File: config.mk
export PLATFORM = sky130hd
export DESIGN_NAME = gbuff_c_reader
export DESIGN_NICKNAME = d
export VERILOG_FILES = /design/src/rtl/tpu_pkg.sv /design/src/rtl/sync_fifo.sv /design/src/rtl/gbuff_c_reader.sv
export SDC_FILE = /design/constraint.sdc
export NUM_CORES = 1
export LEC_CHECK = 0
export CAP_MARGIN = 20
export CORE_MARGIN = 2
export CORE_UTILIZATION = 35
export CTS_CLUSTER_SIZE = 10
export DETAILED_ROUTE_END_ITERATION = 7
export DONT_BUFFER_PORTS = 1
export PLACE_DENSITY_LB_ADDON = 0.1
export RECOVER_POWER = 50
export SYNTH_ARGS = -nofsm -noshare
export SYNTH_HDL_FRONTEND = slang
export SYNTH_SLANG_ARGS = --single-unit
File: constraint.sdc
create_clock -name clk -period 6.4 [get_ports clk]
set_clock_uncertainty 0.1 [all_clocks]
set_input_delay 0.64 -clock clk [delete_from_list [all_inputs] [get_ports clk]]
set_output_delay 0.64 -clock clk [all_outputs]
set_load 0.05 [all_outputs]
File: src/rtl/tpu_pkg.sv
// tpu_pkg: definitions shared by the TPU global-buffer blocks.
//   - rd_state_e : reader FSM encoding (RD_IDLE, RD_RUN, RD_DRAIN)
//   - TPU_*      : default buffer geometry (index width, word width, depth)
//   - wrap_inc   : buffer index increment with wrap at the buffer depth
package tpu_pkg;

    localparam int TPU_ADDR_BITS = 16;
    localparam int TPU_DATA_BITS = 128;
    localparam int TPU_DEPTH     = 16384;

    typedef enum logic [1:0] {
        RD_IDLE  = 2'd0,
        RD_RUN   = 2'd1,
        RD_DRAIN = 2'd2
    } rd_state_e;

    // Next buffer index; indices run 0..DEPTH-1 and wrap back to 0.
    function automatic logic [TPU_ADDR_BITS-1:0] wrap_inc(
        input logic [TPU_ADDR_BITS-1:0] idx,
        input int                       depth
    );
        if (int'(idx) == depth - 1)
            return '0;
        return idx + TPU_ADDR_BITS'(1);
    endfunction

endpackage

File: src/rtl/sync_fifo.sv
// sync_fifo: single-clock FIFO, DEPTH a power of two.
// Ports:
//   clk, rst   : clock, asynchronous active-high reset
//   clr        : synchronous flush (wins over push/pop)
//   push, din  : write request and data (caller must not push when full)
//   pop        : read request (caller must not pop when empty)
//   dout       : head entry, valid while !empty
//   full/empty : status, count : entries held (0..DEPTH)
module sync_fifo #(
    parameter int WIDTH = 128,
    parameter int DEPTH = 4
) (
    input  logic                     clk,
    input  logic                     rst,
    input  logic                     clr,
    input  logic                     push,
    input  logic [WIDTH-1:0]         din,
    input  logic                     pop,
    output logic [WIDTH-1:0]         dout,
    output logic                     full,
    output logic                     empty,
    output logic [$clog2(DEPTH):0]   count
);

    localparam int PTR_W = $clog2(DEPTH);
    localparam int CNT_W = PTR_W + 1;

    logic [WIDTH-1:0] mem_q [DEPTH];
    logic [PTR_W-1:0] wr_ptr_q, wr_ptr_d;
    logic [PTR_W-1:0] rd_ptr_q, rd_ptr_d;
    logic [CNT_W-1:0] count_q, count_d;

    always_comb begin
        wr_ptr_d = wr_ptr_q;
        rd_ptr_d = rd_ptr_q;
        count_d  = count_q;
        if (clr) begin
            wr_ptr_d = '0;
            rd_ptr_d = '0;
            count_d  = '0;
        end else begin
            if (push) wr_ptr_d = wr_ptr_q + PTR_W'(1);
            if (pop)  rd_ptr_d = rd_ptr_q + PTR_W'(1);
            case ({push, pop})
                2'b10:   count_d = count_q + CNT_W'(1);
                2'b01:   count_d = count_q - CNT_W'(1);
                default: count_d = count_q;
            endcase
        end
    end

    always_ff @(posedge clk or posedge rst) begin
        if (rst) begin
            wr_ptr_q <= '0;
            rd_ptr_q <= '0;
            count_q  <= '0;
        end else begin
            wr_ptr_q <= wr_ptr_d;
            rd_ptr_q <= rd_ptr_d;
            count_q  <= count_d;
        end
    end

    // Storage is not reset; entries are only observed once written.
    always_ff @(posedge clk) begin
        if (push && !clr)
            mem_q[wr_ptr_q] <= din;
    end

    assign dout  = mem_q[rd_ptr_q];
    assign count = count_q;
    assign empty = (count_q == '0);
    assign full  = (count_q == CNT_W'(DEPTH));

endmodule

File: src/rtl/gbuff_c_reader.sv
// gbuff_c_reader: drains the C global buffer onto a narrow valid/ready stream.
// A start command issues sequential buffer reads (credit limited by the
// capture FIFO), captures each returned word, and emits it as RATIO beats,
// lane 0 first.
// Ports:
//   clk, rst                 : clock, asynchronous active-high reset
//   start, base_addr, len    : command (sampled in IDLE only)
//   abort                    : synchronous cancel, back to IDLE, no done
//   rd_en, rd_index, rd_data : C buffer read port (data returns next cycle)
//   m_valid/m_ready/m_data   : output beat stream, m_last on final beat
//   busy                     : not IDLE
//   done                     : one-cycle completion pulse
module gbuff_c_reader
    import tpu_pkg::*;
#(
    parameter int ADDR_BITS  = TPU_ADDR_BITS,
    parameter int DATA_BITS  = TPU_DATA_BITS,
    parameter int OUT_BITS   = 32,
    parameter int DEPTH      = TPU_DEPTH,
    parameter int FIFO_DEPTH = 4
) (
    input  logic                 clk,
    input  logic                 rst,
    input  logic                 start,
    input  logic [ADDR_BITS-1:0] base_addr,
    input  logic [ADDR_BITS:0]   len,
    input  logic                 abort,
    output logic                 rd_en,
    output logic [ADDR_BITS-1:0] rd_index,
    input  logic [DATA_BITS-1:0] rd_data,
    output logic                 m_valid,
    input  logic                 m_ready,
    output logic [OUT_BITS-1:0]  m_data,
    output logic                 m_last,
    output logic                 busy,
    output logic                 done
);

    localparam int RATIO  = DATA_BITS / OUT_BITS;
    localparam int LANE_W = (RATIO > 1) ? $clog2(RATIO) : 1;
    localparam int PB_W   = ADDR_BITS + 1 + LANE_W;
    localparam int CNT_W  = $clog2(FIFO_DEPTH) + 1;

    rd_state_e            state_q, state_d;
    logic [ADDR_BITS-1:0] addr_q, addr_d;
    logic [ADDR_BITS:0]   remaining_q, remaining_d;
    logic [PB_W-1:0]      pending_q, pending_d;
    logic [LANE_W-1:0]    lane_q, lane_d;
    logic                 inflight_q, inflight_d;
    logic                 zdone_q, zdone_d;

    logic                 fifo_full, fifo_empty;
    logic [CNT_W-1:0]     fifo_count;
    logic [DATA_BITS-1:0] fifo_dout;
    logic [RATIO-1:0][OUT_BITS-1:0] head_lanes;
    logic                 unused_fifo_full;

    logic issue, beat_acc, lane_last, pop, push, credit_ok, final_acc;

    assign head_lanes       = fifo_dout;
    assign unused_fifo_full = fifo_full;

    assign lane_last = (int'(lane_q) == RATIO - 1);
    assign beat_acc  = !fifo_empty && m_ready;
    assign pop       = beat_acc && lane_last;
    assign final_acc = beat_acc && (pending_q == PB_W'(1));

    // rd_data is only meaningful the cycle after an issue; abort drops it.
    assign push = inflight_q && !abort;

    // A new read needs a slot counting the word still returning from the
    // buffer; a slot freed by this cycle's pop is usable immediately.
    assign credit_ok = ((CNT_W+1)'(fifo_count) + (CNT_W+1)'(inflight_q))
                     < ((CNT_W+1)'(FIFO_DEPTH) + (CNT_W+1)'(pop));

    assign issue = (state_q == RD_RUN) && credit_ok && !abort;

    always_comb begin
        state_d     = state_q;
        addr_d      = addr_q;
        remaining_d = remaining_q;
        pending_d   = pending_q;
        lane_d      = lane_q;
        inflight_d  = issue;
        zdone_d     = 1'b0;

        if (abort) begin
            state_d     = RD_IDLE;
            remaining_d = '0;
            pending_d   = '0;
            lane_d      = '0;
            inflight_d  = 1'b0;
        end else begin
            if (beat_acc) begin
                lane_d    = lane_last ? '0 : lane_q + LANE_W'(1);
                pending_d = pending_q - PB_W'(1);
            end
            case (state_q)
                RD_IDLE: begin
                    if (start) begin
                        if (len == '0) begin
                            zdone_d = 1'b1;
                        end else begin
                            state_d     = RD_RUN;
                            addr_d      = base_addr;
                            remaining_d = len;
                            pending_d   = PB_W'(len) * PB_W'(RATIO);
                        end
                    end
                end
                RD_RUN: begin
                    if (issue) begin
                        addr_d      = wrap_inc(addr_q, DEPTH);
                        remaining_d = remaining_q - (ADDR_BITS+1)'(1);
                        if (remaining_q == (ADDR_BITS+1)'(1))
                            state_d = RD_DRAIN;
                    end
                end
                RD_DRAIN: begin
                    if (final_acc)
                        state_d = RD_IDLE;
                end
                default: state_d = RD_IDLE;
            endcase
        end
    end

    always_ff @(posedge clk or posedge rst) begin
        if (rst) begin
            state_q     <= RD_IDLE;
            addr_q      <= '0;
            remaining_q <= '0;
            pending_q   <= '0;
            lane_q      <= '0;
            inflight_q  <= 1'b0;
            zdone_q     <= 1'b0;
        end else begin
            state_q     <= state_d;
            addr_q      <= addr_d;
            remaining_q <= remaining_d;
            pending_q   <= pending_d;
            lane_q      <= lane_d;
            inflight_q  <= inflight_d;
            zdone_q     <= zdone_d;
        end
    end

    sync_fifo #(
        .WIDTH (DATA_BITS),
        .DEPTH (FIFO_DEPTH)
    ) u_cap_fifo (
        .clk   (clk),
        .rst   (rst),
        .clr   (abort),
        .push  (push),
        .din   (rd_data),
        .pop   (pop),
        .dout  (fifo_dout),
        .full  (fifo_full),
        .empty (fifo_empty),
        .count (fifo_count)
    );

    assign rd_en    = issue;
    assign rd_index = addr_q;
    assign m_valid  = !fifo_empty;
    // Gated so the unreset FIFO storage never shows on the port.
    assign m_data   = m_valid ? head_lanes[lane_q] : '0;
    assign m_last   = m_valid && (pending_q == PB_W'(1));
    assign busy     = (state_q != RD_IDLE);
    assign done     = zdone_q || ((state_q == RD_DRAIN) && final_acc && !abort);

endmodule

# After elaboration in Yosys (flattened, before gate mapping)
# Memory sizes are Yosys's and may differ from the RTL's.
# Index checks and enable logic that the tools add are counted.
# word_totals
in_bits	166
n_memories	1
ram_bits	512
output_inout_bits	53
register_bits	65
# mem_list
name	words	word_bits	rd	rd_clocked_by_memory_dff	write_ports	line_no	source
u_cap_fifo.mem_q	4	128	1	0	1	sync_fifo.sv:28	logic [WIDTH-1:0] mem_q [DEPTH];
# classes
n_eq_ne	16
addsub	10
bitwise	1
n_mux	46
n_reduce_logical	26
order_cmp	2
# op_table
op	count
2-to-1 mux 19 bit	5
2-to-1 mux 16 bit	5
2-to-1 mux 17 bit	4
binary-select mux 32 bit (select 2 bit)	1
2-to-1 mux 32 bit	2
one-hot mux 17 bit (2 select lines)	1
one-hot mux 16 bit (2 select lines)	1
2-to-1 mux 2 bit	13
== test 19 x 1 -> 1 bit, second input constant	1
subtractor 19 x 1 -> 19 bit, second input constant	1
== test 17 x 1 -> 1 bit, second input constant	1
logical NOT 17 bit	1
subtractor 17 x 1 -> 17 bit, second input constant	1
adder 16 x 1 -> 16 bit, second input constant	1
== test 16 x 15 -> 1 bit, second input constant	1
inequality test 3 bit, second input constant	4
2-to-1 mux 1 bit	11
logical AND 1 bit	10
AND reduction 5 bit	2
nonzero test 2 bit	5
adder 2 x 1 -> 2 bit, second input constant	3
== test 2 x 1 -> 1 bit, second input constant	3
inequality test 2 bit, second input constant	3
one-hot mux 2 bit (3 select lines)	1
other kinds (17)	20

# Depth between registers and ports, before layout
# Gate-level depths: netlist of run 1.
# depth
depth_word	14
depth_mapped	10

# Modules after synthesis
# From an unflattened synthesis of run 1, not the netlist that was laid out.
# unflattened
cells_unflattened	1218
area_unflattened_um2	23603.9
# modules_own_cells
mod	cells_per_inst	seq_area_each_um2	n_inst	area_per_inst_um2
sync_fifo	713	15549.9	1	18910.6
gbuff_c_reader	505	1451.4	1	4693.3

# Worst setup path after synthesis of run 1
# No wires, ideal clock.
# synth_timing
path_type	input to register
startpoint	in abort
endpoint	mem u_cap_fifo.mem_q[0][0] (enable)
setup_ns	0.502
setup_slack_ns	1.633
t_arrival_ns	4.165
path_stages	4
n_path_buf	2
required_ns	5.798
path_cell_list	clkbuf_1 -> clkbuf_1 -> nor2b_1 -> and2_1
# synth_via
elab_chain_cells	5
# synth_lines
item	line_no	source
start: declaration	gbuff_c_reader.sv:27	input logic abort,
logical NOT 1 bit *	sync_fifo.sv:66, gbuff_c_reader.sv:69	
logical AND 1 bit	gbuff_c_reader.sv:69	assign push = inflight_q && !abort;
logical AND 1 bit *	sync_fifo.sv:66	if (push && !clr)
2-to-1 mux 1 bit *	sync_fifo.sv:66	
2-to-1 mux 1 bit (not written as such) *	sync_fifo.sv:67	mem_q[wr_ptr_q] <= din;
end: declaration	sync_fifo.sv:28	
# Mark *: on every way between the ends. The rest lies on a longest branch, timed or not.

# Worst setup path after layout of run 1
# layout_timing
startpoint	reg lane_q[0]
endpoint	out rd_en
# layout_via
elab_chain_cells	6
# layout_lines
item	line_no	source
start: declaration	gbuff_c_reader.sv:48	logic [LANE_W-1:0] lane_q, lane_d;
start signal: assignment	gbuff_c_reader.sv:142	lane_q <= lane_d;
== test 2 x 1 -> 1 bit	gbuff_c_reader.sv:63	assign lane_last = (int'(lane_q) == RATIO - 1);
logical AND 1 bit	gbuff_c_reader.sv:65	assign pop = beat_acc && lane_last;
adder 3 x 1 -> 4 bit	gbuff_c_reader.sv:74	< ((CNT_W+1)'(FIFO_DEPTH) + (CNT_W+1)'(pop));
< comparator 4 bit	gbuff_c_reader.sv:74	
logical AND 1 bit (2 in a row)	gbuff_c_reader.sv:76	assign issue = (state_q == RD_RUN) && credit_ok && !abort;
end: declaration	gbuff_c_reader.sv:28	output logic rd_en,
# Every way passes these cells.

==> results of run 1 <==
==> worst max-delay path: cells and delay by family, from the launching register on <==
kind	cells	cell delay, ps
and+or+nand+nor	2	1170
AOI/OAI and AO/OA	2	590
adders and majority gates	1	340
buffers and inverters	1	640
DFF	1	330
==> metrics by stage <==
stage	power, W	setup slack [ps]
floorplan	0.00518	1630
global placement	0.00539	2530
detailed placement	0.00540	2520
CTS	0.00912	1850
global route	0.00936	1150
finish	0.00899	1970
==> worst paths after layout <==
kind,cells past startpoint,startpoint,slack (ps),to
setup / recovery,6,lane_q[0]$_DFFE_PP0P_,1970,rd_en
hold reg to reg,1,remaining_q[14]$_DFFE_PP0P_,420,remaining_q[14]$_DFFE_PP0P_
hold / removal,0,rd_data[104],40,u_cap_fifo.mem_q[0][104]$_DFFE_PP_
max in group asynchronous,2,rst,2110,u_cap_fifo.rd_ptr_q[0]$_DFFE_PP0P_
setup reg to reg,3,inflight_q$_DFF_PP0_,2430,u_cap_fifo.mem_q[2][103]$_DFFE_PP_
min in group asynchronous,2,rst,1350,rd_index[3]$_DFFE_PP0P_
==> flip-flops by register name (all words and copies together) (netlist names) <==
register / count
remaining_q: 17
u_cap_fifo.count: 3
u_cap_fifo.mem_q: 512
state_q: 2
lane_q: 2
u_cap_fifo.rd_ptr_q: 2
pending_q: 19
u_cap_fifo.wr_ptr_q: 2
zdone_q: 1
inflight_q: 1
rd_index: 16
==> power by group <==
group          switching [W]  internal, W
clock network        0.00149      0.00210
logic               0.000526     0.000305
registers           0.000318      0.00425
==> cells by family after synthesis <==
kind of cell	Yosys count	synth area share (%)
xor+xnor	22	0.817
compound gates	139	4.39
simple gates	217	4.82
buf+inv	98	1.70
fa+ha+maj	13	0.722
flops	577	72.1
mux	164	15.5
==> metal layers <==
layer	vias up	GRT usage, %	part of all wire, %
met5	-	0	0.023
met4	2	5.08	2.2
met3	84	4.21	6.0
met2	308	27.2	50
met1	6363	20.8	41
li1	5316	-	-
==> layout make-up <==
| class | instances | area [µm²] |
|---|---|---|
| fillers | 5929 | 39300 |
| well taps | 873 | 1090 |
| diodes | 3 | 7.51 |
| clock buffers | 94 | 1930 |
| inverters | 28 | 105 |
| multi-input cells | 555 | 6190 |
| repair buffers | 120 | 1210 |
| clock inverters | 14 | 119 |
| flip-flops and latches | 577 | 17000 |
==> repair_timing <==
action / in CTS / in global routing
setup endpoints to repair: 0 / 0
hold buffers: 97 / 0
endpoints found under the hold margin: 363 / 0
==> cells in the final DEF, fill, tap and decap left out, types with 5 or more instances in the layout <==
| cell type | count |
|---|---|
| ha_1 | 12 |
| dfrtp_1 | 61 |
| nor2_1 | 61 |
| a22oi_1 | 5 |
| o21ai_1 | 6 |
| a211oi_1 | 24 |
| xor2_1 | 7 |
| a21oi_1 | 18 |
| buf_4 | 16 |
| edfxtp_1 | 512 |
| nand4_1 | 8 |
| xnor2_1 | 15 |
| nor3_1 | 24 |
| mux4_2 | 160 |
| clkbuf_16 | 73 |
| a32oi_1 | 5 |
| o311ai_0 | 5 |
| and2_1 | 34 |
| nand3_1 | 12 |
| inv_1 | 27 |
| and3_1 | 5 |
| buf_12 | 6 |
| o21ai_0 | 11 |
| o31ai_1 | 9 |
| nand2_1 | 26 |
| o22ai_1 | 11 |
| clkbuf_1 | 20 |
| nor4_1 | 15 |
| clkinv_1 | 6 |
| dlygate4sd3_1 | 96 |
==> metrics.md, run 1 <==
| Metric | Value |
|---|---|
| Outcome | complete, but fails checks |
| Failing checks | capacitance limit, slew limit |
| Port Buf Inserts | 0 |
| Fmax | approximately 0.23 GHz |
| Worst path required time | 5660 ps |
| Post-synth EDFFs | a little over 500 |
| Clk sinks | 577 |
| # setup viols final | 0 |
| Max Slew Vio Count | 110 |
| Antenna Nets Post-Route | 0 |
| 1st-pass router iterations | 5 |
| Yosys reg bits | approximately 580 |
| Cells after DPL | 2,055 |
| DP HPWL | slightly above 30 mm |
| Vias per inst | roughly 5.3 |
| DRT Wirelength | approximately 56 mm |
| Core Region | 66,900 µm² |
| Hold WS | about 43 ps |
| Count leader, synth | edfxtp_1 |
| Htree depth | 3 |
| Worst IR drop on VDD | around 0.00021 V |
| Die Wd | approximately 260 µm |
| CP Data Arrival Time | roughly 3700 ps |
| Resized cells post-CTS | 0 |
| I/O pin cnt | 219 |
| Synth warn | 0 |
| Worst Max-Slew Pin Slew | 3890 ps |
| Core Util, Final | between 40% and 50% |
| CTS Buf Count | between 70 and 80 |
| Worst-skew pair later-pin latency | between 500 and 600 ps |
| Via count | approximately 12,000 |
| Worst setup EP type | primary output |
| Wire per inst | 24.7 µm |
| Initial DRC count | 942 |
| Initial antenna violation count | 4 |
| CP Class | register to primary output |
| Commonest register cell after synthesis | edfxtp_1 |
| Area delta synth->final | 17.3% |
| Top cells by count, synth | edfxtp_1 (512), mux4_2 (160), dfrtp_1 (65) |
| Row count | 95 |
| DRC | 0 |
| CTS clk-pin slew, worst paths | 50 ps |
| Max clock buf depth | 3 |
| Leak | between 8 and 9 nW |
| Total gr overflow | 0 |
| Critical path's largest stage delay | around 740 ps |
| Die height | between 200 and 300 µm |
| Pin count of the biggest net entering global routing | between 80 and 90 |
| Post-CTS setup buffer count | 0 |
| Min Tclk post-route | between 4000 and 5000 ps |
| Design area | around 28,000 µm² |
| Final hold vios | 0 |
| Worst-path maximum fanout | 35 |
| Total die area | about 70,000 µm² |
| Post-Syn Nets | between 1,000 and 1,500 |
| Kind of start point of the critical path | register |
| Largest area contributor in the netlist | edfxtp_1 |
| Layout cells sized above 1 | between 20% and 30% |
| Non-filler instance count after layout | approximately 2,300 |
| Netlist cell types | 70 |
| CP max stage cell | nor2_1 |
| Relative slew slack | -159% |
| Synth top area cells | edfxtp_1 (65%), mux4_2 (15%), dfrtp_1 (6.9%) |
| Yosys top cell area share | 65.2% |
| MaxCap Viol Count | 3 |
| Nets | about 1,500 |
| PD cells | 325 nW/µm² |
| RSZ-0062 raised after global routing | no |
| Final period util | 69.2% |
| Synthesized instance count | ~1,200 |
| CP Cell Sequence | buf_4 -> ha_1 -> o311ai_2 -> o311a_1 -> or2_2 -> nor2_1 |
| Root Driver | clkbuf_16 |
| Register area share after synthesis | between 70 and 80% |
| Hold Path Class | input pin to register |
| Gpl congestion | 0.811 |
| Setup TNS | 0 ps |
| Initial Util | 35.2% |
| Post-DP Area | 24,600 µm² |
| Tot GR Track Use | roughly 16% |
| Vias in the first global route | ~13,000 |
| First-pass GRT wire length | about 85 mm |
| Avg Inst Size Synth | around 19 µm² |
| Async SR Flop Fraction | 11.3% |
| Syn Std Cell Area | around 24,000 µm² |
| TritonCTS clock tree | yes |
No activity file was read; power rests on OpenSTA's default activity.
==> run 2: changes to the inputs <==
clock period = 4.3 ns   (was 6.4 ns; I/O delays follow)
==> run 2 against run 1 <==
The flow still finishes with violations (capacitance limit, slew limit). Largest power group unchanged. Critical path depth is 3 lower. Non-clock buffer count grew 82. First-iteration DRC count up 1.8%. Flip-flop and latch count is the same. Total power is 49% higher.
==> metrics.md, run 2 (same netlist as run 1, synthesis figures left out) <==
| Metric | Value |
|---|---|
| Outcome | complete, but fails checks |
| Failing checks | capacitance limit, slew limit |
| CP Class | register to primary output |
| Tot GR Track Use | 16.6% |
| Resized cells post-CTS | 0 |
| MaxCap Viol Count | 2 |
| Most frequent cells in the layout | edfxtp_1 (512), dlygate4sd3_1 (163), mux4_2 (160), clkbuf_16 (72) |
| Worst Max-Slew Pin Slew | ~2300 ps |
| # setup viols final | 0 |
| Vias per inst | ~5.3 |
| Relative slew slack | -50.4% |
| Min Tclk post-route | 3730 ps |
| Pin count of the biggest net entering global routing | 54 |
| Total gr overflow | 0 |
| Tot Pwr | around 0.013 W |
| Top flop regs | u_cap_fifo.mem_q: 512 flops, pending_q: 19 flops, remaining_q: 17 flops |
| Largest Register | u_cap_fifo.mem_q |
| Vias in the first global route | roughly 14,000 |
| Design area | 28,500 µm² |
| Fmax | ~0.27 GHz |
| Antenna Nets Post-Route | 0 |
| Port Buf Inserts | 0 |
| Worst path required time | around 3800 ps |
| Die height | approximately 260 µm |
| Hold Path Class | input pin to register |
| Multi-input gate area | 6190 µm² |
| TritonCTS clock tree | yes |
| DRT Wirelength | approximately 56 mm |
| Leak | 9.11 nW |
| Worst-skew pair later-pin latency | about 600 ps |
| Worst IR drop on VDD | 0.000276 V |
| Fillers | 5,923 |
| Initial Util | approximately a third |
| Die Wd | between 200 and 300 µm |
| Worst-path maximum fanout | 34 |
| I/O pin cnt | approximately 220 |
| Initial DRC count | 959 |
| Max Slew Vio Count | 73 |
| Hold_buf cts | about 160 |
| Nets | 1,614 |
| Core Region | 66,900 µm² |
| Via count | approximately 12,000 |
| PD cells | roughly 470 nW/µm² |
| DP HPWL | ~32 mm |
| CTS Buf Count | 71 |
| Layout cells sized above 1 | 20.8% |
| 1st-pass router iterations | 5 |
| Hold WS | ~33 ps |
| Area delta synth->final | 20.9% |
| RSZ-0062 raised after global routing | no |
| CP Data Arrival Time | around 3200 ps |
| Commonest non-fill, non-tap cell in the layout | edfxtp_1 |
| R2r setup slk | between 900 and 1000 ps |
| Gpl congestion | 0.797 |
| Root Driver | clkbuf_16 |
| DRC | 0 |
| Max clock buf depth | 3 |
| First-pass GRT wire length | 87.0 mm |
| Storage element area | 17,000 µm² |
| Final hold vios | 0 |
| Max reg flops | 512 |
| Kind of start point of the critical path | register |
| Final period util | 86.8% |
| Total die area | slightly below 70,000 µm² |
| Htree depth | 3 |
| Setup TNS | 0 ps |
| Worst setup EP type | primary output |
| Clk sinks | just under 600 |
| CTS clk-pin slew, worst paths | roughly 50 ps |
| Post-DP Area | 24,900 µm² |
| Post-CTS setup buffer count | 0 |
| Row count | 95 |
| Wire per inst | around 24 µm |
| Initial antenna violation count | 8 |
[run 2: cell types whose count changed in the layout (fill, tap and decap cells not counted), sizes merged]
cell,previous run,this run
clkbuf,96,92
buf,22,34
dlygate4sd3,96,163
diode,3,4
clkinv,11,13
[run 2: final timing paths]
kind	from	end	cells after the start
worst max-delay path	lane_q[0]$_DFFE_PP0P_	m_data[26]	3
worst min-delay path	len[0]	remaining_q[0]$_DFFE_PP0P_	4
worst max register to register	u_cap_fifo.count[1]$_DFFE_PP0P_	rd_index[0]$_DFFE_PP0P_	5
worst min register to register	remaining_q[14]$_DFFE_PP0P_	remaining_q[14]$_DFFE_PP0P_	1
max in group asynchronous	rst	rd_index[10]$_DFFE_PP0P_	4
min in group asynchronous	rst	rd_index[1]$_DFFE_PP0P_	2
[run 2: power by group]
group	total [W]	internal [W]	switching, W
Combinational	0.00136	0.000518	0.000841
Sequential	0.00677	0.00632	0.000450
Clock	0.00524	0.00305	0.00219
Total	0.0134	0.00989	0.00348
[run 2: area by class of cell]
type	instances	share of cell area, %
diodes	4	0.0351
well taps	873	3.83
clock inverters	16	0.457
multi-input cells	555	21.7
flip-flops and latches	577	59.7
clock buffers	87	6.55
repair buffers	202	7.35
inverters	28	0.369
[run 2: through the flow]
stage          instances  worst slack [ps]  utilization [%]
2_1_floorplan       1230              1170                -
3_3_place_gp        2069              1180             37.1
3_5_place_dp        2069              1180             37.1
4_1_cts             2336               549             42.6
5_1_grt             2341               413             42.6
6_report            2342               566             42.6
[run 2: metal layers]
metal | vias to the layer above | GRT usage, % | wire length [µm]
met5 | - | 0 | 39
met4 | 8 | 5.17 | 1520
met2 | 288 | 27.5 | 28000
met3 | 109 | 3.61 | 2630
li1 | 5477 | - | -
met1 | 6568 | 21.8 | 24300
[run 2: worst max-delay path: stages (launching register included)]
cell and delay, ps:
dfrtp_2 350, clkbuf_2 1230, mux4_2 430, and2_1 590
